File: config.mk
export PLATFORM = sky130hd
export DESIGN_NAME = dma_chn_arb
export DESIGN_NICKNAME = d
export VERILOG_FILES = /design/src/rtl/dma_chn_arb.sv
export SDC_FILE = /design/constraint.sdc
export NUM_CORES = 1
export LEC_CHECK = 0
export BUFFER_PORTS_ARGS = -buffer_cell sky130_fd_sc_hd__buf_2
export CORE_MARGIN = 3
export CORE_UTILIZATION = 50
export DETAILED_ROUTE_END_ITERATION = 16
export HOLD_SLACK_MARGIN = 0.03
export PLACE_DENSITY_LB_ADDON = 0.3
export SETUP_SLACK_MARGIN = 0.05
export SLEW_MARGIN = 15
export SYNTH_ARGS = -nofsm -noshare
export SYNTH_HDL_FRONTEND = slang
export SYNTH_SLANG_ARGS = --single-unit
export TNS_END_PERCENT = 5
File: constraint.sdc
create_clock -name hclk -period 1.9 [get_ports hclk]
set_input_delay 0.095 -clock hclk [delete_from_list [all_inputs] [get_ports hclk]]
set_output_delay 0.095 -clock hclk [all_outputs]
set_load 0.005 [all_outputs]
File: src/rtl/dma_chn_arb.sv
// DMA channel scheduler: fixed priority with round-robin tie-break, granting one channel
// at a time to the shared transfer engine through a valid/ack/done handshake.
module dma_chn_arb #(
   parameter int CHN_NUM   = 8,
   parameter int CHN_IDX_W = 3
) (
   input  logic                   hclk,
   input  logic                   hrst_n,
   input  logic [CHN_NUM-1:0]     chntrg_latch,
   input  logic [CHN_NUM-1:0]     chn_en,
   input  logic [2*CHN_NUM-1:0]   chn_pri,
   input  logic                   eng_ack,
   input  logic                   eng_done,
   output logic                   arb_grant_vld,
   output logic [CHN_IDX_W-1:0]   arb_grant_chn,
   output logic [CHN_NUM-1:0]     arb_grant_oh,
   output logic [CHN_NUM-1:0]     chn_trgclr,
   output logic                   arb_busy
);

   localparam logic [1:0] IDLE  = 2'd0;
   localparam logic [1:0] ARB   = 2'd1;
   localparam logic [1:0] GRANT = 2'd2;
   localparam logic [1:0] BUSY  = 2'd3;

   logic [1:0]           state_q, state_d;
   logic [CHN_IDX_W-1:0] rr_ptr_q, rr_ptr_d;
   logic                 vld_q, vld_d;
   logic [CHN_IDX_W-1:0] chn_q, chn_d;
   logic [CHN_NUM-1:0]   oh_q, oh_d;
   logic [CHN_NUM-1:0]   trgclr_q, trgclr_d;

   logic [CHN_NUM-1:0]   req;
   logic [1:0]           pri_a [CHN_NUM];
   logic [1:0]           maxp;
   logic [CHN_NUM-1:0]   cand;
   logic                 found_hi;
   logic [CHN_IDX_W-1:0] win_hi, win_lo, win_idx;
   logic [CHN_NUM-1:0]   win_oh;
   logic                 win_en;
   logic [CHN_IDX_W-1:0] next_ptr;

   assign req = chntrg_latch & chn_en;

   always_comb begin
      for (int i = 0; i < CHN_NUM; i++) begin
         pri_a[i] = chn_pri[2*i +: 2];
      end
   end

   always_comb begin
      maxp = 2'd0;
      for (int i = 0; i < CHN_NUM; i++) begin
         if (req[i] && (pri_a[i] > maxp)) maxp = pri_a[i];
      end
   end

   always_comb begin
      for (int i = 0; i < CHN_NUM; i++) begin
         cand[i] = req[i] && (pri_a[i] == maxp);
      end
   end

   // Downward scan leaves the lowest candidate at/above rr_ptr in win_hi and the lowest
   // candidate overall in win_lo; the latter is the wrap-around choice.
   always_comb begin
      found_hi = 1'b0;
      win_hi   = '0;
      win_lo   = '0;
      for (int i = CHN_NUM - 1; i >= 0; i--) begin
         if (cand[i]) begin
            win_lo = CHN_IDX_W'(i);
            if (CHN_IDX_W'(i) >= rr_ptr_q) begin
               win_hi   = CHN_IDX_W'(i);
               found_hi = 1'b1;
            end
         end
      end
      win_idx = found_hi ? win_hi : win_lo;
   end

   assign win_oh   = {{(CHN_NUM-1){1'b0}}, 1'b1} << win_idx;
   assign win_en   = |(chn_en & oh_q);
   assign next_ptr = (chn_q == CHN_IDX_W'(CHN_NUM - 1)) ? '0 : chn_q + 1'b1;

   always_comb begin
      state_d  = state_q;
      rr_ptr_d = rr_ptr_q;
      vld_d    = vld_q;
      chn_d    = chn_q;
      oh_d     = oh_q;
      trgclr_d = '0;
      case (state_q)
         IDLE: begin
            if (|req) state_d = ARB;
         end
         ARB: begin
            if (|req) begin
               chn_d   = win_idx;
               oh_d    = win_oh;
               vld_d   = 1'b1;
               state_d = GRANT;
            end else begin
               state_d = IDLE;
            end
         end
         GRANT: begin
            // Disable wins over a simultaneous ack: the grant is cancelled without a clear.
            if (!win_en) begin
               vld_d   = 1'b0;
               oh_d    = '0;
               state_d = IDLE;
            end else if (eng_ack) begin
               trgclr_d = oh_q;
               vld_d    = 1'b0;
               state_d  = BUSY;
            end
         end
         BUSY: begin
            if (eng_done) begin
               rr_ptr_d = next_ptr;
               oh_d     = '0;
               state_d  = IDLE;
            end
         end
         default: state_d = IDLE;
      endcase
   end

   always_ff @(posedge hclk or negedge hrst_n) begin
      if (!hrst_n) begin
         state_q  <= IDLE;
         rr_ptr_q <= '0;
         vld_q    <= 1'b0;
         chn_q    <= '0;
         oh_q     <= '0;
         trgclr_q <= '0;
      end else begin
         state_q  <= state_d;
         rr_ptr_q <= rr_ptr_d;
         vld_q    <= vld_d;
         chn_q    <= chn_d;
         oh_q     <= oh_d;
         trgclr_q <= trgclr_d;
      end
   end

   assign arb_grant_vld = vld_q;
   assign arb_grant_chn = chn_q;
   assign arb_grant_oh  = oh_q;
   assign chn_trgclr    = trgclr_q;
   assign arb_busy      = (state_q != IDLE);

endmodule

### After elaboration in Yosys (flattened, before gate mapping)

Cells that the tools add are included.

* multiplexer cells: 67
* bitwise logic cells: 2
* $lt $le $gt $ge: 16
* $add $sub $neg: 1
* reduce and logical (&&, ||, !) cells: 27
* shift operators: 1
* equal/unequal tests: 17

Operators by type and width (number)
* $mux 3: 26
* $mux 8: 6
* $mux 2: 13
* $pmux 8 s3: 1
* $mux 1: 19
* $and 8x8->8: 2
* $eq 2x2->1: 8
* $logic_and 1x1->1: 16
* $reduce_or 8->1: 2
* $gt 2x2->1: 7
* $ge 3x3->1 const A: 4
* $ne 2x2->1 const B: 4
* $pmux 2 s4: 1
* $shl 1x3->8 const A: 1
* $ge 1x3->1 const A: 2
* $ge 2x3->1 const A: 2
* $reduce_and 3->1: 2
* $eq 2x2->1 const B: 2
* $reduce_and 2->1: 2
* $reduce_and 4->1: 1
* $reduce_bool 2->1: 2
* $add 3x1->3 const B: 1
* $eq 3x3->1 const B: 1
* $ne 3x3->1 const B: 1
* other kinds (5): 5

* output and inout bits: 21
* logic and storage cells: 137
* input port bits: 36
* register bits: 25

### Longest topological paths before layout

* depth after elaboration: 45
* mapped depth: 45
* depth with buffers taken out: 45

### Worst setup path before layout

No wires, ideal clock.

* path type: input to register
* from: input port chn_pri[1]
* to: register oh_q[1] (netlist: arb_grant_oh[1])
* setup time: 122 ps
* buffers on the path: 0
* cell stages on the path: 44
* setup slack: -6822 ps
* data required time: 1778 ps
* arrival time: 8600 ps
* cell sequence: nand3_1 > ha_1 > and2b_4 > o211ai_4 > mux2_2 > ha_1 > nor3_1 > o311ai_1 > a21oi_1 > nor2_1 > ha_1 > nor2_1 > a211oi_1 > o22ai_1 > o31ai_4 > ha_1 > nor2_1 > maj3_2 > [... 8 more ...] > nand2_1 > ha_1 > nor2b_4 > o2111ai_4 > or3b_1 > o22ai_1 > ha_1 > nor2b_1 > o21ai_1 > nor2_1 > or3_1 > and2_1 > o41a_1 > mux2i_4 > a41o_1 > nor2_1 > a32o_1 > a32o_1

* longest elaborated chain between the ends: 45
* elaborated cells between the ends (all ways): 82
* classes of those cells: 8 x order compare; 8 x eq/ne; 1 x shift; 49 x mux; 16 x reduce/logical

Ends and longest elaborated chain
* from (decl): line 11 `input logic [2*CHN_NUM-1:0] chn_pri,`
* $gt 2x1->1: line 54 `if (req[i] && (pri_a[i] > maxp)) maxp = pri_a[i];`
* $logic_and 1x1->1: line 54
* $mux 2: line 54
* $gt 2x2->1: line 54
* $logic_and 1x1->1: line 54
* $mux 2: line 54
* $gt 2x2->1: line 54
* $logic_and 1x1->1: line 54
* [... 29 more ...]
* $mux 3 / $mux 1 (equally long branches): line 73 `if (CHN_IDX_W'(i) >= rr_ptr_q) begin`
* $mux 3 / $mux 1 (equally long branches): line 71 `if (cand[i]) begin`
* $mux 3 / $mux 1 (equally long branches): line 73
* $mux 3 / $mux 1 (equally long branches): line 71
* $mux 3 (*): line 79 `win_idx = found_hi ? win_hi : win_lo;`
* $shl 1x3->8 (*): line 82 `assign win_oh = {{(CHN_NUM-1){1'b0}}, 1'b1} << win_idx;`
* $mux 8 (*): line 98 `if (|req) begin`
* $pmux 8 s3 (*): line 93 `case (state_q)`
* to (signal assigned): line 143 `oh_q <= oh_d;`
* to (decl): line 30 `logic [CHN_NUM-1:0] oh_q, oh_d;`

Every way passes the cells marked *; elsewhere a longest branch is shown, timed or not. The select of a mux whose other input is x is not followed.
A chain may end at the register's enable or synchronous reset.

### Final worst setup path

* from: input port chn_pri[0]
* to: register oh_q[2] (netlist: arb_grant_oh[2])

Same word-level chain as after synthesis.

==> impl_metrics.ini <==
[run_status]
status = complete, but fails checks
violations = setup timing

[logic_synthesis]
yosys.cell_types.count = 72
async_flop_share_pct = 100
synth_edf_count = 0
syn_avg_cell_area_um2 = 8.46
ys.flop_type = dfrtp_1
synthesis.nets = 346
yosys_warnings = 0
seq_area_frac_synth_pct = 24.8
ys_seq_elements = 25
syn_area_um2 = 2520
syn_inst = 298

[setup_path]
cp.arrival_ns = 8.59
critPathSlowestCell = a211oi_2
worstRegToRegCells = 10
rr_endpoint = arb_grant_oh[3]
crit_path_max_fanout = 5
max_stage_delay_ns = 0.42
crit_required_ns = 2.07
crit-reg2reg-launch = rr_ptr_q[1]
start_kind = input port
cp-end-kind = flop
path_class = input port to flop
regToRegSetupSlack_ns = -0.55
crit_path_frequent_cell = ha_1

[clocking]
cts-buffers-inserted = 3
cts-htree-levels = 1
clock-sinks = 25
cts.reportedPaths.clkPinSlew_ns = 0.08
cts_tree = yes
ctsRootBufferMaster = clkbuf_8
cts_buffer_depth = 2
clkLatencyLatePin_ns = 0.28

[placement]
dpl.hpwl_um = 7150
portBuffers = 56
place.gp.congestion = 0.969

[die]
num_rows = 25
die_w_um = 77.0
core_um2 = 4790
io_pins = 57
start_util_pct = 52.7
die_height_um = 77.0
die_area_um2 = 5930

[cells_and_area]
insertedDiodeCount = 0
layout_commonest_cell = buf_4
nets = 530
syn_to_final_growth_pct = 73.1
utilization_pct = 91.2
fillers = 196
final_cell_mix = buf_4, buf_2, nand2_1, dfrtp_1, inv_1
drive_gt1_share_pct = 57.2

[hold_path]
hp-start = eng_ack
hold_depth = 4
hold_path_class = input port to flop
hold_end = arb_grant_vld

[timing]
worstMarginPinSlew_ns = 0.566
finalSetupViolCount = 11
rsz0062_at_grt = true
fmax_mhz = 119
min_period_over_period_pct = 443
setup_ws_ns = -6.52
skew_ns = 0.00702
max-slew-margin-rel_pct = 62.2
finalHoldViolations = 0
slew_violations = 0
finalSetupTns_ns = -70.83
min_period_ns = 8.42

[global_routing]
grt_pass1_wl_um = 18100
antenna_found_initial = 0
grt_max_degree = 26
grt_pass1_vias = 3705
grt_use_total_pct = 37.9
grt-ovfl-total = 0

[pwr]
power_switching_uw = 1880
p_int_uw = 2140
power_uw = 4020
p_leak_uw = 0.00205
swShare_pct = 46.8
combPwrFrac_pct = 70.4
cellPowerDensity_nw_per_um2 = 922
peakVddDrop_v = 0.00116
power.share.clock_pct = 8.1
seq_power_share_pct = 21.5

[route]
num_vias = 3709
drc_errors = 0
routed_wl_um = 13000
post_drt_wl_per_cell_um = 23.7
dr.pass1.iters = 7
drt-initial-drc-count = 483
drt-vias-per-instance = 6.77
ant_nets = 0

[run]
max_cap_viol_count = 0
## cells in the mapped netlist, drive strengths merged (2+ instances only)
| cell type | number | share of area, % |
|---|---|---|
| nand2 | 27 | 4.0 |
| dfrtp | 25 | 25 |
| nor2 | 25 | 4.0 |
| inv | 22 | 3.3 |
| o21ai | 17 | 4.0 |
| nand3 | 16 | 3.2 |
| a21oi | 13 | 3.0 |
| ha | 12 | 6.0 |
| and2 | 11 | 2.7 |
| a32o | 9 | 3.6 |
| and3 | 9 | 2.2 |
| nor3 | 8 | 1.6 |
| mux2 | 7 | 3.1 |
| a22oi | 6 | 1.8 |
| a32oi | 6 | 2.4 |
| nor2b | 6 | 1.8 |
| o2111ai | 6 | 2.8 |
| a211oi | 5 | 1.7 |
| o211ai | 5 | 2.0 |
| clkbuf | 4 | 0.60 |
| mux2i | 4 | 2.1 |
| xnor2 | 4 | 1.4 |
| a21o | 3 | 0.89 |
| a31oi | 3 | 0.74 |
| o21a | 3 | 0.89 |
| o31ai | 3 | 1.4 |
| a211o | 2 | 0.70 |
| a22o | 2 | 0.70 |
| buf | 2 | 0.65 |
| nand2b | 2 | 0.50 |
| nand4 | 2 | 0.50 |
| o2111a | 2 | 0.89 |
| o22a | 2 | 0.70 |
| o22ai | 2 | 0.50 |
| or3 | 2 | 0.70 |
| xor2 | 2 | 0.99 |
## routing by layer
metal | wire length (µm) | vias up | global-route usage (%)
li1 | - | 1524 | -
met1 | 4510 | 1695 | 44.1
met2 | 6070 | 368 | 65.2
met3 | 1300 | 122 | 6.57
met4 | 1130 | 0 | 22.6
met5 | 0 | - | 0
## final cells by class
cell class | count | area (µm²) | area share (%)
timing repair buffer | 185 | 1290 | 29.5
tap | 67 | 83.8 | 1.92
clock inverter | 1 | 5.00 | 0.115
inverter | 22 | 82.6 | 1.89
multi-input combinational | 245 | 2240 | 51.3
clock buffer | 3 | 41.3 | 0.946
sequential | 25 | 626 | 14.3
## registers in the layout (all words and copies together) (netlist names)
signal,flops
rr_ptr_q,3
chn_trgclr,8
arb_grant_chn,3
state_q,2
arb_grant_oh,8
arb_grant_vld,1
## worst max-delay path by stage
| stage | to | from | slack, ns |
|---|---|---|---|
| 5_1_grt | arb_grant_oh[6] | chn_pri[0] | -6.80 |
| 3_5_place_dp | arb_grant_oh[5] | chn_en[0] | -6.77 |
| 6_report | arb_grant_oh[2] | chn_pri[0] | -6.52 |
| 4_1_cts | arb_grant_oh[3] | chn_en[0] | -6.11 |
| 2_1_floorplan | arb_grant_oh[3] | chn_pri[0] | -6.42 |
| 3_3_place_gp | arb_grant_oh[7] | chn_en[0] | -6.38 |
## power groups by stage
stage                     combinational, µW  sequential, µW  clock (µW)
after floorplan                        1250             822           0
after global placement                 2040             840           0
after detailed placement               2130             853           0
after CTS                              2400             843         321
after global routing                   2970             881         345
final                                  2830             867         325
## worst max-delay path, delay by kind of cell
family | cells | cell delay [ns]
simple gates | 15 | 2.13
compound gates | 20 | 3.57
mux | 1 | 0.34
buf+inv | 3 | 0.41
fa+ha+maj | 8 | 2.03
## cell families after synthesis
kind of cell    count (synthesis)  synth area share (%)
fa+ha+maj                      13                  6.40
compound gates                102                  33.5
mux                            11                  5.21
buf+inv                        28                  4.52
simple gates                  113                  23.1
xor+xnor                        6                  2.38
flops                          25                  24.8
## timing repair
item,CTS,global route
setup endpoints to repair,11,11
resized for setup,37,26
pin swaps,50,19
buffers inserted,18,8
hold endpoints to repair,25,0
hold buffers,1,0
## through the flow
stage	std cells	cell area, µm²	setup slack, ns	hold slack, ns
3_5_place_dp	517	3780	-6.77	0.112
3_3_place_gp	517	3780	-6.38	0.0982
4_1_cts	540	4180	-6.11	0.196
5_1_grt	548	4360	-6.80	0.255
6_report	548	4360	-6.52	0.201
2_1_floorplan	298	2690	-6.42	-0.201
No activity file was read; power rests on OpenSTA's default activity.
